<file path="config.mk">
export PLATFORM = sky130hd
export DESIGN_NAME = decode_imm_stage
export DESIGN_NICKNAME = d
export VERILOG_FILES = /design/src/rtl/riscv_pkg.sv /design/src/rtl/immediate_generator.sv /design/src/rtl/decode_imm_stage.sv
export SDC_FILE = /design/constraint.sdc
export NUM_CORES = 1
export LEC_CHECK = 0
export ABC_AREA = 1
export CAP_MARGIN = 20
export CORE_ASPECT_RATIO = 0.7
export CORE_UTILIZATION = 56
export CTS_CLUSTER_DIAMETER = 200
export DETAILED_ROUTE_END_ITERATION = 10
export GPL_TIMING_DRIVEN = 0
export HOLD_SLACK_MARGIN = 0.03
export PLACE_DENSITY = 0.86
export SKIP_CTS_REPAIR_TIMING = 1
export SYNTH_ARGS = -nofsm -noshare
export SYNTH_HDL_FRONTEND = slang
export SYNTH_SLANG_ARGS = --single-unit
</file>
<file path="constraint.sdc">
create_clock -name clk -period 2.65 [get_ports clk]
set_clock_uncertainty 0.2 [all_clocks]
set_input_delay 0.53 -clock clk [delete_from_list [all_inputs] [get_ports clk]]
set_output_delay 0.53 -clock clk [all_outputs]
set_load 0.01 [all_outputs]
</file>
<file path="src/rtl/riscv_pkg.sv">
// Shared RISC-V decode definitions: opcodes, immediate-type encoding and the
// decoded entry carried through the decode pipeline register.
package riscv_pkg;

  localparam int unsigned INSTR_W = 32;
  localparam int unsigned XLEN    = 32;
  localparam int unsigned OPC_W   = 7;

  localparam logic [OPC_W-1:0] OPC_LOAD   = 7'b0000011;
  localparam logic [OPC_W-1:0] OPC_OP_IMM = 7'b0010011;
  localparam logic [OPC_W-1:0] OPC_JALR   = 7'b1100111;
  localparam logic [OPC_W-1:0] OPC_FENCE  = 7'b0001111;
  localparam logic [OPC_W-1:0] OPC_SYSTEM = 7'b1110011;
  localparam logic [OPC_W-1:0] OPC_STORE  = 7'b0100011;
  localparam logic [OPC_W-1:0] OPC_BRANCH = 7'b1100011;
  localparam logic [OPC_W-1:0] OPC_JAL    = 7'b1101111;
  localparam logic [OPC_W-1:0] OPC_LUI    = 7'b0110111;
  localparam logic [OPC_W-1:0] OPC_AUIPC  = 7'b0010111;
  localparam logic [OPC_W-1:0] OPC_OP     = 7'b0110011;

  typedef enum logic [2:0] {
    IMM_I    = 3'b000,
    IMM_S    = 3'b001,
    IMM_B    = 3'b010,
    IMM_J    = 3'b011,
    IMM_U    = 3'b100,
    IMM_NONE = 3'b101,
    IMM_ILL  = 3'b111
  } imm_sel_e;

  typedef struct packed {
    logic [INSTR_W-1:0] instr;
    logic [XLEN-1:0]    imm;
    imm_sel_e           imm_sel;
    logic               illegal;
  } dec_entry_t;

  // Map the major opcode onto the immediate format it uses.
  function automatic imm_sel_e decode_imm_sel(input logic [OPC_W-1:0] opc);
    imm_sel_e sel;
    case (opc)
      OPC_LOAD, OPC_OP_IMM, OPC_JALR,
      OPC_FENCE, OPC_SYSTEM:          sel = IMM_I;
      OPC_STORE:                      sel = IMM_S;
      OPC_BRANCH:                     sel = IMM_B;
      OPC_JAL:                        sel = IMM_J;
      OPC_LUI, OPC_AUIPC:             sel = IMM_U;
      OPC_OP:                         sel = IMM_NONE;
      default:                        sel = IMM_ILL;
    endcase
    return sel;
  endfunction

endpackage

</file>
<file path="src/rtl/immediate_generator.sv">
// Combinational RV32 immediate extraction; formats without an immediate
// (register-register and illegal) produce zero.
module immediate_generator
  import riscv_pkg::*;
(
  input  logic [INSTR_W-1:0] instr,
  input  imm_sel_e           imm_sel,
  output logic [XLEN-1:0]    imm_c
);

  always_comb begin
    imm_c = '0;
    case (imm_sel)
      IMM_I: imm_c = {{20{instr[31]}}, instr[31:20]};
      IMM_S: imm_c = {{20{instr[31]}}, instr[31:25], instr[11:7]};
      IMM_B: imm_c = {{19{instr[31]}}, instr[31], instr[7], instr[30:25],
                      instr[11:8], 1'b0};
      IMM_J: imm_c = {{11{instr[31]}}, instr[31], instr[19:12], instr[20],
                      instr[30:21], 1'b0};
      IMM_U: imm_c = {instr[31:12], 12'b0};
      default: imm_c = '0;
    endcase
  end

endmodule

</file>
<file path="src/rtl/decode_imm_stage.sv">
// Decode front end: classifies the fetched instruction, builds its immediate
// and holds it in a two-entry (output + skid) pipeline register.
module decode_imm_stage
  import riscv_pkg::*;
#(
  parameter int unsigned PC_W        = 32,
  parameter int unsigned STALL_CNT_W = 16
) (
  input  logic                   clk,
  input  logic                   rst,
  input  logic                   flush,
  input  logic                   in_valid,
  output logic                   in_ready,
  input  logic [INSTR_W-1:0]     in_instr,
  input  logic [PC_W-1:0]        in_pc,
  output logic                   out_valid,
  input  logic                   out_ready,
  output logic [INSTR_W-1:0]     out_instr,
  output logic [PC_W-1:0]        out_pc,
  output logic [XLEN-1:0]        out_imm,
  output logic [2:0]             out_imm_sel,
  output logic                   out_illegal,
  output logic [STALL_CNT_W-1:0] stall_count
);

  imm_sel_e         imm_sel_c;
  logic [XLEN-1:0]  imm_c;
  dec_entry_t       in_entry_c;

  dec_entry_t       out_q, skid_q, out_d_c;
  logic [PC_W-1:0]  out_pc_q, skid_pc_q, out_pc_d_c;
  logic             out_valid_q, skid_valid_q, in_ready_q;
  logic [STALL_CNT_W-1:0] stall_q;

  logic accept_c, out_free_c, out_load_c, skid_load_c;
  logic out_valid_n, skid_valid_n, stall_inc_c;

  assign imm_sel_c = decode_imm_sel(in_instr[6:0]);

  immediate_generator u_immgen (
    .instr   (in_instr),
    .imm_sel (imm_sel_c),
    .imm_c   (imm_c)
  );

  always_comb begin
    in_entry_c         = '0;
    in_entry_c.instr   = in_instr;
    in_entry_c.imm     = imm_c;
    in_entry_c.imm_sel = imm_sel_c;
    in_entry_c.illegal = (imm_sel_c == IMM_ILL);
  end

  assign accept_c   = in_valid & in_ready_q;
  assign out_free_c = ~out_valid_q | out_ready;

  // Skid entry is older than anything on the input, so it always drains first.
  assign out_d_c    = skid_valid_q ? skid_q    : in_entry_c;
  assign out_pc_d_c = skid_valid_q ? skid_pc_q : in_pc;

  // Occupancy sequencing for the output and skid slots.
  always_comb begin
    out_valid_n  = out_valid_q;
    skid_valid_n = skid_valid_q;
    out_load_c   = 1'b0;
    skid_load_c  = 1'b0;
    if (flush) begin
      out_valid_n  = 1'b0;
      skid_valid_n = 1'b0;
    end else if (out_free_c) begin
      out_valid_n  = skid_valid_q | accept_c;
      out_load_c   = skid_valid_q | accept_c;
      skid_valid_n = skid_valid_q & accept_c;
      skid_load_c  = skid_valid_q & accept_c;
    end else if (accept_c) begin
      skid_valid_n = 1'b1;
      skid_load_c  = 1'b1;
    end
  end

  assign stall_inc_c = out_valid_q & ~out_ready & ~(&stall_q);

  always_ff @(posedge clk) begin
    if (rst) begin
      out_q        <= '0;
      out_pc_q     <= '0;
      skid_q       <= '0;
      skid_pc_q    <= '0;
      out_valid_q  <= 1'b0;
      skid_valid_q <= 1'b0;
      in_ready_q   <= 1'b1;
      stall_q      <= '0;
    end else begin
      out_valid_q  <= out_valid_n;
      skid_valid_q <= skid_valid_n;
      in_ready_q   <= ~skid_valid_n;
      if (out_load_c) begin
        out_q    <= out_d_c;
        out_pc_q <= out_pc_d_c;
      end
      if (skid_load_c) begin
        skid_q    <= in_entry_c;
        skid_pc_q <= in_pc;
      end
      if (stall_inc_c) begin
        stall_q <= stall_q + STALL_CNT_W'(1);
      end
    end
  end

  assign in_ready    = in_ready_q;
  assign out_valid   = out_valid_q;
  assign out_instr   = out_q.instr;
  assign out_pc      = out_pc_q;
  assign out_imm     = out_q.imm;
  assign out_imm_sel = out_q.imm_sel;
  assign out_illegal = out_q.illegal;
  assign stall_count = stall_q;

endmodule

</file>
=== Word level (Yosys, flattened, before mapping) ===
Index checks and enable logic that the tools add are counted.

* Register bits: 219
* Input port bits: 69
* Output and inout port bits: 118
* Word-level logic and storage cells: 58

* Add/subtract/negate cells: 1
* Eq/ne operators: 16
* Multiplexer cells: 12
* Bitwise gates (word level): 10
* Reductions and logical operators: 5

{| class="wikitable"
|+ Operator list
! kind !! number
|-
| one-hot mux 32 bit (5 select lines) || 1
|-
| two-way mux 68 bit || 1
|-
| two-way mux 32 bit || 1
|-
| equality test 7 bit (second input constant) || 4
|-
| equality test 7 x 6 -> 1 bit (second input constant) || 3
|-
| one-hot mux 3 bit (6 select lines) || 1
|-
| adder 16 x 1 -> 16 bit (second input constant) || 1
|-
| AND reduction 16 bit || 1
|-
| equality test 7 x 5 -> 1 bit (second input constant) || 2
|-
| two-way mux 1 bit || 8
|-
| equality test 7 x 2 -> 1 bit (second input constant) || 1
|-
| equality test 7 x 4 -> 1 bit (second input constant) || 1
|-
| equality test 3 x 2 -> 1 bit (second input constant) || 2
|-
| equality test 3 bit (second input constant) || 2
|-
| OR reduction 5 bit || 1
|-
| bitwise AND 1 bit || 4
|-
| inverter 1 bit || 4
|-
| OR reduction 2 bit || 2
|-
| equality test 3 x 1 -> 1 bit (second input constant) || 1
|-
| logical NOT 3 bit || 1
|-
| bitwise OR 1 bit || 2
|}

=== Longest topological paths before layout ===
Gate-level depths: netlist of the first run.

* Depth after elaboration: 6
* Mapped depth: 11

=== Modules after synthesis ===
Synthesis of the first run repeated with hierarchy kept, for this count alone.

* Cells, all modules: 1255
* Area, all modules: 9083.7 µm²

{| class="wikitable"
|+ By module, submodules not included
! module !! times used !! cells each !! area an instance (µm²)
|-
| decode_imm_stage || 1 || 1172 || 8697.1
|-
| immediate_generator || 1 || 83 || 386.6
|}

=== Worst setup path before layout of the first run ===
OpenSTA, ideal clock, no wires.

* Kind: input to register
* Start point: input port in_instr[6]
* End point: register skid_q[25] (netlist name)
* Data arrival time: 1.501 ns
* Setup slack: 0.833 ns
* Cell stages on the path: 10
* Buffers on the path: 2
* Cell sequence: buf_6 inv_2 nor2_1 o21ai_2 nand3_2 nand2_2 buf_4 nand3_1 o211ai_1 inv_1

* Longest elaborated chain between the ends: 5
* Elaborated cells on any way between the ends: 20
* Those cells by class: eq/ne: 15; mux: 2; reduce/logical: 3

{| class="wikitable"
|+ RTL lines
! item !! line !! source
|-
| from (decl) || decode_imm_stage.sv:14 || <nowiki>input logic [INSTR_W-1:0] in_instr,</nowiki>
|-
| equality test 7 x 2 -> 1 bit (tied with other cells) || riscv_pkg.sv:41 || <nowiki>case (opc)</nowiki>
|-
| OR reduction 5 bit or OR reduction 2 bit (tied branches) || riscv_pkg.sv:41 ||
|-
| one-hot mux 3 bit (6 select lines) (*) || riscv_pkg.sv:41 ||
|-
| equality test 3 bit (tied with other cells) || immediate_generator.sv:13 || <nowiki>case (imm_sel)</nowiki>
|-
| one-hot mux 32 bit (5 select lines) (*) || immediate_generator.sv:13 ||
|-
| to (signal assigned) || decode_imm_stage.sv:102 || <nowiki>skid_q <= in_entry_c;</nowiki>
|-
| to (decl) || decode_imm_stage.sv:30 || <nowiki>dec_entry_t out_q, skid_q, out_d_c;</nowiki>
|}

Mark *: on every way between the ends. The rest lies on a longest branch, timed or not.
A chain may end at the register's enable or synchronous reset.

==> results of run 1 <==
-- cells in the final DEF, fill, tap and decap left out, types with 2 or more instances in the layout --
master           instances
dfxtp_1                219
inv_1                   50
buf_1                    2
nor3_4                   2
nor2_4                   2
clkdlybuf4s50_1        184
o21ai_2                  2
xor2_1                   6
nand2_2                  6
nor3_1                   6
bufinv_16                2
clkbuf_1                63
clkbuf_16               21
o21ai_1                 19
a21oi_1                 73
o211ai_1                26
nor2_1                 216
xnor2_1                  4
buf_4                    5
clkinv_1                 2
buf_2                   22
buf_6                    4
nand4_1                  3
nand3_1                 79
o21ai_0                123
nand3_2                  2
clkinv_2                 6
nand2_1                300
a31oi_1                 65
clkbuf_8                 5
inv_2                   14
and3_1                   2
-- cell type report --
class | instances | area (sq um) | share of cell area
sequential | 219 | 4380 | 0.357
clock inverter | 9 | 101 | 0.00825
clock buffer | 29 | 606 | 0.0493
tap | 225 | 282 | 0.0229
antenna | 1 | 2.50 | 0.000204
timing repair buffer | 184 | 1840 | 0.150
multi-input combinational | 945 | 4380 | 0.357
inverter | 67 | 253 | 0.0206
buffer | 94 | 430 | 0.0351
-- critical path, cell delays in order --
cell	delay, ps
clkdlybuf4s50_1	550
clkinv_1	290
clkbuf_1	560
clkbuf_1	500
o21ai_0	190
nor2_1	150
-- power by group through the flow --
stage | Combinational, mW | Sequential [mW] | Clock (mW)
after detailed placement | 0.764 | 3.53 | 0
final | 0.785 | 3.46 | 3.09
after CTS | 0.771 | 3.46 | 3.09
after global routing | 0.843 | 3.47 | 3.23
after floorplan | 0.315 | 3.56 | 0
after global placement | 0.751 | 3.53 | 0
-- cells by family (layout without fill, tap and decap cells) --
logic type / after synthesis / after routing / share of synthesized area
XOR/XNOR: 10 / 10 / 0.00927
AO/OA/AOI/OAI: 311 / 311 / 0.182
adder cells (fa/ha/maj): 1 / 1 / 0.00132
buffers and inverters: 161 / 383 / 0.0722
flip-flops: 219 / 219 / 0.464
AND/OR/NAND/NOR: 623 / 623 / 0.271
other: 0 / 1 / 0
-- flip-flops by register name, summed over array words and instances (netlist names) --
signal / count
in_ready: 1
out_illegal: 1
out_imm: 32
out_imm_sel: 3
out_instr: 32
out_pc: 32
out_valid: 1
skid_pc_q: 32
skid_q: 68
skid_valid_q: 1
stall_count: 16
-- metrics by stage --
stage,TNS [ps],cell area [sq um],util
2_1_floorplan,0,9440,-
3_3_place_gp,-15380,11600,0.706
3_5_place_dp,-18330,11600,0.706
4_1_cts,0,12300,0.749
5_1_grt,0,12300,0.749
6_report,0,12300,0.749
-- how the worst max path moves through the flow --
stage | start | slack, ps | to
floorplan | in_instr[6] | 830 | skid_q[25]
global placement | rst | -340 | out_imm_sel[0]
detailed placement | rst | -380 | skid_pc_q[0]
CTS | rst | 120 | out_imm_sel[1]
global route | rst | 80 | skid_q[54]
finish | rst | 90 | skid_q[48]
-- layer usage --
layer / GRT usage / up-vias / part of all wire
met1: 0.491 / 4664 / 0.44
met5: 0 / - / 0
met3: 0.0817 / 59 / 0.11
met2: 0.517 / 541 / 0.43
met4: 0.0958 / 0 / 0.024
li1: - / 4803 / -
==> results.json, run 1 <==
{
  "clock-sinks": 219,
  "yosysMostFrequentCell": "nand2_1",
  "start_util": 0.576,
  "synth_common_cells": "nand2_1, dfxtp_1, nor2_1",
  "p_comb_frac": 0.107,
  "io_pins": 187,
  "arrival_ps": 2790,
  "power.density_nw_per_um2": 598,
  "row_count": 39,
  "drv_cap": 0,
  "drc_errors": 0,
  "period_share": 0.964,
  "post-route-min-period_ps": 2560,
  "nets": 1602,
  "synth_cell_type_count": 37,
  "gp_congestion": 0.931,
  "synth_edf_count": 0,
  "grt_max_degree": 16,
  "reg2reg_to": "out_pc[26]",
  "antenna_found_initial": 1,
  "path_max_fanout": 10,
  "layoutNonFillerInstCount": 1773,
  "grt_use_total": 0.344,
  "synth-seq-area-share": 0.464,
  "hold_ws_ps": 121,
  "hold_depth": 3,
  "r2r_cells": 7,
  "grt_pass1_wl_mm": 47.1,
  "drive_gt1_frac": 0.0646,
  "synth_top_area_cell": "dfxtp_1",
  "async_flop_share": 0,
  "ant_nets": 0,
  "finalSetupViolCount": 0,
  "fillers": 1297,
  "die_h_um": 111,
  "vias": 10100,
  "grt_pass1_vias": 9091,
  "core_sq_um": 16400,
  "crit_type": "input port to flip-flop",
  "htreeDepth": 1,
  "clkPwrFrac": 0.421,
  "p_seq_frac": 0.472,
  "clk_pin_slew_ps": 60,
  "netlist_top_cells_area": "dfxtp_1, nand2_1, nor2_1, o21ai_0, a31oi_1",
  "r2r_start": "skid_valid_q",
  "total_power_mw": 7.34,
  "p_sw_mw": 1.79,
  "ir_drop_mv": 0.561,
  "end_kind": "flip-flop",
  "hp-class": "input port to flip-flop",
  "drt_iter0_drc": 1015,
  "max_slew_margin": 0.520,
  "worstSkewPairLatency_ps": 510,
  "cts_tree": "built",
  "fmax_ghz": 0.391,
  "internal_power_mw": 5.55,
  "fp.dieW_um": 157,
  "synth_top_area_frac": 0.464,
  "reg2reg_setup_slack_ps": 320,
  "grt.overflow.total": 0,
  "worstPathRequired_ps": 2880,
  "wire_per_inst_um": 17.2,
  "dieArea_sq_um": 17400,
  "switching_share": 0.244,
  "port_buffers": 184,
  "fin_ws_ps": 94.2,
  "avgSynthCellArea_sq_um": 7.13,
  "critPathLaunchType": "input port",
  "viasPerCell": 5.68,
  "p_leak_nw": 5.10,
  "synthFlopType": "dfxtp_1",
  "netlist_instances": 1325,
  "status": "finished clean",
  "cts_buffer_depth": 3,
  "cts_root_buf": "clkbuf_16",
  "dr.pass1.iters": 5,
  "drv_slew": 0,
  "ys_ff_latch": 219,
  "rsz0062_at_grt": "false",
  "hold_violations": 0,
  "area_growth_pct": 30.0,
  "hp-start": "in_instr[6]",
  "syn-cell-area_sq_um": 9440,
  "place_worst_setup_slack_ps": -379,
  "min_to": "skid_q[42]",
  "placed_cells": 1734,
  "wirelength_mm": 30.5,
  "synth_fp_nets": 1395,
  "cts_buffers": 21,
  "hpwl_mm": 21.8,
  "tightest_slew_ps": 720,
  "yosys_warnings": 0
}
Note: power is estimated with default switching activity, not from simulation.
==> run 2, diff against run 1 <==
Settings changed: CORE_UTILIZATION 56 to 65, DONT_BUFFER_PORTS from default to 1, PLACE_DENSITY 0.86 to 0.81.
==> results.json, run 2 (same netlist as run 1, synthesis figures left out) <==
{
  "status": "complete, but fails checks",
  "violations": "hold timing",
  "placed_cells": 1515,
  "grt_max_degree": 16,
  "finalSetupViolCount": 0,
  "hpwl_mm": 20.2,
  "hold_ws_ps": -2.08,
  "cp_cell_sequence": "inv_2, nand2_1, inv_2, nor3_4, clkbuf_1, buf_2, a31oi_1",
  "ant_nets": 0,
  "crit_type": "flip-flop to flip-flop",
  "place_worst_setup_slack_ps": 222,
  "port_buffers": 0,
  "hp-class": "input port to flip-flop",
  "clk_pin_slew_ps": 70,
  "fillers": 1081,
  "htreeDepth": 1,
  "drc_errors": 0,
  "grt_pass1_vias": 8414,
  "wire_per_inst_um": 19.0,
  "worstPathRequired_ps": 2820,
  "grt_use_total": 0.378,
  "start_util": 0.672,
  "core_sq_um": 14100,
  "dr.pass1.iters": 6,
  "tightest_slew_ps": 827,
  "die_h_um": 103,
  "total_power_mw": 7.06,
  "mostFrequentLayoutCells": "nand2_1, dfxtp_1, nor2_1, o21ai_0, nand3_1",
  "period_share": 0.924,
  "grt.overflow.total": 0,
  "crit_slowest_cell": "clkbuf_1",
  "drive_gt1_frac": 0.0665,
  "ir_drop_mv": 0.501,
  "largest_register": "skid_q",
  "clock-sinks": 219,
  "viasPerCell": 6.11,
  "cts_buffer_depth": 3,
  "layoutNonFillerInstCount": 1604,
  "rsz0062_at_grt": "false",
  "p_leak_nw": 4.64,
  "critPathBufInv": 4,
  "cts_buffers": 20,
  "grt_pass1_wl_mm": 44.7,
  "wirelength_mm": 30.4,
  "hold_violations": 4,
  "nets": 1472,
  "gp_congestion": 0.956,
  "drv_cap": 0,
  "vias": 9798,
  "largest_reg_flops": 68,
  "fin_ws_ps": 201,
  "drv_slew": 0,
  "path_max_fanout": 10,
  "cts_tree": "built",
  "io_pins": 187,
  "worstSkewPairLatency_ps": 500,
  "final.setup.tns_ps": 0,
  "drt_iter0_drc": 1067,
  "dieArea_sq_um": 15000,
  "power.density_nw_per_um2": 647,
  "path_common_cell": "inv_2",
  "fmax_ghz": 0.408,
  "area_growth_pct": 15.5,
  "row_count": 36,
  "end_kind": "flip-flop",
  "post-route-min-period_ps": 2450,
  "cts_root_buf": "clkbuf_16",
  "cpLargestDelayFamily": "buffers and inverters",
  "arrival_ps": 2620,
  "fp.dieW_um": 146,
  "final_common_cell": "nand2_1",
  "critPathLaunchType": "flip-flop",
  "antenna_found_initial": 1,
  "cpPeakStageDelay_ps": 560,
  "max_slew_margin": 0.449
}
## run 2: power breakdown
| part | switching, mW | internal [mW] | total, mW |
|---|---|---|---|
| clock network | 1.25 | 1.77 | 3.02 |
| logic | 0.334 | 0.191 | 0.525 |
| registers | 0.114 | 3.40 | 3.51 |
## run 2: final cells by class
cell class,instances,area (sq um),share of cell area
Clock inverter,4,70.1,0.00642
Tap cell,190,238,0.0218
Multi-Input combinational cell,945,4380,0.401
Timing Repair Buffer,55,551,0.0505
Antenna cell,1,2.50,0.000229
Buffer,94,429,0.0393
Inverter,67,253,0.0232
Sequential cell,219,4380,0.402
Clock buffer,29,606,0.0555
## run 2: per-stage QoR
step / hold slack, ps / area [sq um] / utilization
3_3_place_gp: 253 / 9680 / 0.689
5_1_grt: 21.6 / 10900 / 0.776
4_1_cts: -13.1 / 10400 / 0.737
6_report: -2.08 / 10900 / 0.776
2_1_floorplan: 246 / 9440 / -
3_5_place_dp: 263 / 9680 / 0.689
## run 2: worst paths after layout
check	startpoint	endpoint	slack [ps]	depth (start not counted)
worst max-delay path	skid_valid_q	out_pc[25]	200	7
worst min-delay path	in_pc[18]	skid_pc_q[18]	-2	2
worst max register to register	skid_valid_q	out_pc[25]	200	7
worst min register to register	skid_pc_q[20]	out_pc[20]	270	2
## run 2: routing by layer
metal,GRT usage,part of all wire,vias up
li1,-,-,4533
met1,0.538,0.41,4528
met2,0.549,0.41,652
met3,0.109,0.15,85
met4,0.129,0.027,0
met5,0,0,-
## run 2: worst reg2reg max path: cells and delay by family, from the launching register on
kind / cells / cell delay (ps)
flops: 1 / 440
simple gates: 2 / 490
buf+inv: 4 / 1070
compound gates: 1 / 120
==> run 3, diff against run 2 <==
Settings changed: CTS_CLUSTER_DIAMETER 200 to 50, PLACE_DENSITY 0.81 to 0.92, SETUP_SLACK_MARGIN from default to 0.4.
==> results.json, run 3 (same netlist as run 1, synthesis figures left out) <==
{
  "total_power_mw": 6.96,
  "final_common_cell": "nand2_1",
  "status": "complete, but fails checks",
  "antenna_found_initial": 0,
  "reg2reg_setup_slack_ps": 470,
  "drive_gt1_frac": 0.0722,
  "wire_per_inst_um": 19.0,
  "switching_share": 0.244,
  "final.setup.tns_ps": 0,
  "cts_buffer_depth": 3,
  "rsz0062_at_grt": "false",
  "crit_type": "flip-flop to flip-flop",
  "worstPathRequired_ps": 2880,
  "grt_max_degree": 15,
  "p_leak_nw": 4.64,
  "drt_iter0_drc": 1305,
  "gp_congestion": 0.964,
  "drv_slew": 0,
  "cts_buffers": 21,
  "post-route-min-period_ps": 2180,
  "dieArea_sq_um": 15000,
  "htreeDepth": 1,
  "mostFrequentLayoutCells": "nand2_1, dfxtp_1, nor2_1, o21ai_0, nand3_1",
  "power.density_nw_per_um2": 639,
  "grt_pass1_wl_mm": 45.4,
  "largest_reg_flops": 68,
  "hold_ws_ps": -6.65,
  "fmax_ghz": 0.459,
  "arrival_ps": 2410,
  "nets": 1473,
  "end_kind": "flip-flop",
  "viasPerCell": 6.13,
  "p_sw_mw": 1.70,
  "finalSetupViolCount": 0,
  "clk_pin_slew_ps": 60,
  "tightest_slew_ps": 687,
  "row_count": 36,
  "largest_register": "skid_q",
  "core_sq_um": 14100,
  "period_share": 0.822,
  "die_h_um": 103,
  "dr.pass1.iters": 8,
  "grt.overflow.total": 0,
  "io_pins": 187,
  "clkPwrFrac": 0.419,
  "cpPeakStageDelay_ps": 390,
  "ant_nets": 0,
  "crit_slowest_cell": "dfxtp_1",
  "hpwl_mm": 20.6,
  "cts_tree": "built",
  "critPathLaunchType": "flip-flop",
  "fillers": 1060,
  "drc_errors": 0,
  "worstSkewPairLatency_ps": 500,
  "start_util": 0.672,
  "cp_cell_sequence": "nand2_1, nand2_1, inv_2, nor3_4, buf_4, buf_4, clkbuf_1, nand3_1, a21oi_1",
  "port_buffers": 0,
  "hold_violations": 8,
  "grt_pass1_vias": 8686,
  "fp.dieW_um": 146,
  "clock-sinks": 219,
  "internal_power_mw": 5.26,
  "max_slew_margin": 0.542,
  "hp-class": "input port to flip-flop",
  "wirelength_mm": 30.5,
  "cts_root_buf": "clkbuf_16",
  "vias": 9828,
  "path_max_fanout": 10,
  "drv_cap": 0,
  "p_seq_frac": 0.506,
  "violations": "hold timing",
  "antenna_cells": 0,
  "ir_drop_mv": 0.434,
  "p_comb_frac": 0.075,
  "grt_use_total": 0.384,
  "area_growth_pct": 15.2
}
[run 3: worst paths after layout]
| kind | start | cells past startpoint | end |
|---|---|---|---|
| setup / recovery | in_ready | 9 | out_imm[5] |
| hold / removal | in_pc[21] | 2 | out_pc[21] |
| setup reg to reg | in_ready | 9 | out_imm[5] |
| hold reg to reg | skid_q[10] | 2 | skid_q[10] |
[run 3: metrics by stage]
step           utilization  area, sq um  setup slack (ps)  cells
2_1_floorplan            -         9440               833   1325
3_3_place_gp         0.689         9680               338   1515
3_5_place_dp         0.689         9680               286   1515
4_1_cts              0.734        10300               380   1547
5_1_grt              0.774        10900               385   1602
6_report             0.774        10900               472   1602
[run 3: final cells by class]
type                       count  area (sq um)  area share
sequential                   219          4390       0.403
inverter                      67           253      0.0232
clock inverter                 5          75.1     0.00690
clock buffer                  27           558      0.0513
timing repair buffer          55           543      0.0499
buffer                        94           448      0.0412
multi-input combinational    945          4380       0.403
tap                          190           238      0.0218
[run 3: routing by layer]
layer	wire length, um	up-vias	track usage
met1	12000	4462	0.521
met5	0	-	0
met3	4900	106	0.126
met2	12600	728	0.579
li1	-	4532	-
met4	1020	0	0.133
[run 3: power groups by stage]
stage	clock network, mW	registers (mW)	logic (mW)
final	2.92	3.52	0.522
after global routing	3.03	3.52	0.571
after CTS	2.90	3.51	0.428
after detailed placement	0	3.58	0.420
after global placement	0	3.58	0.405
after floorplan	0	3.56	0.315
[run 3: worst max-delay path, delay by kind of cell, from the launching register on]
kind / cells / cell delay, ps
flops: 1 / 390
simple gates: 4 / 640
compound gates: 1 / 150
buf+inv: 4 / 700
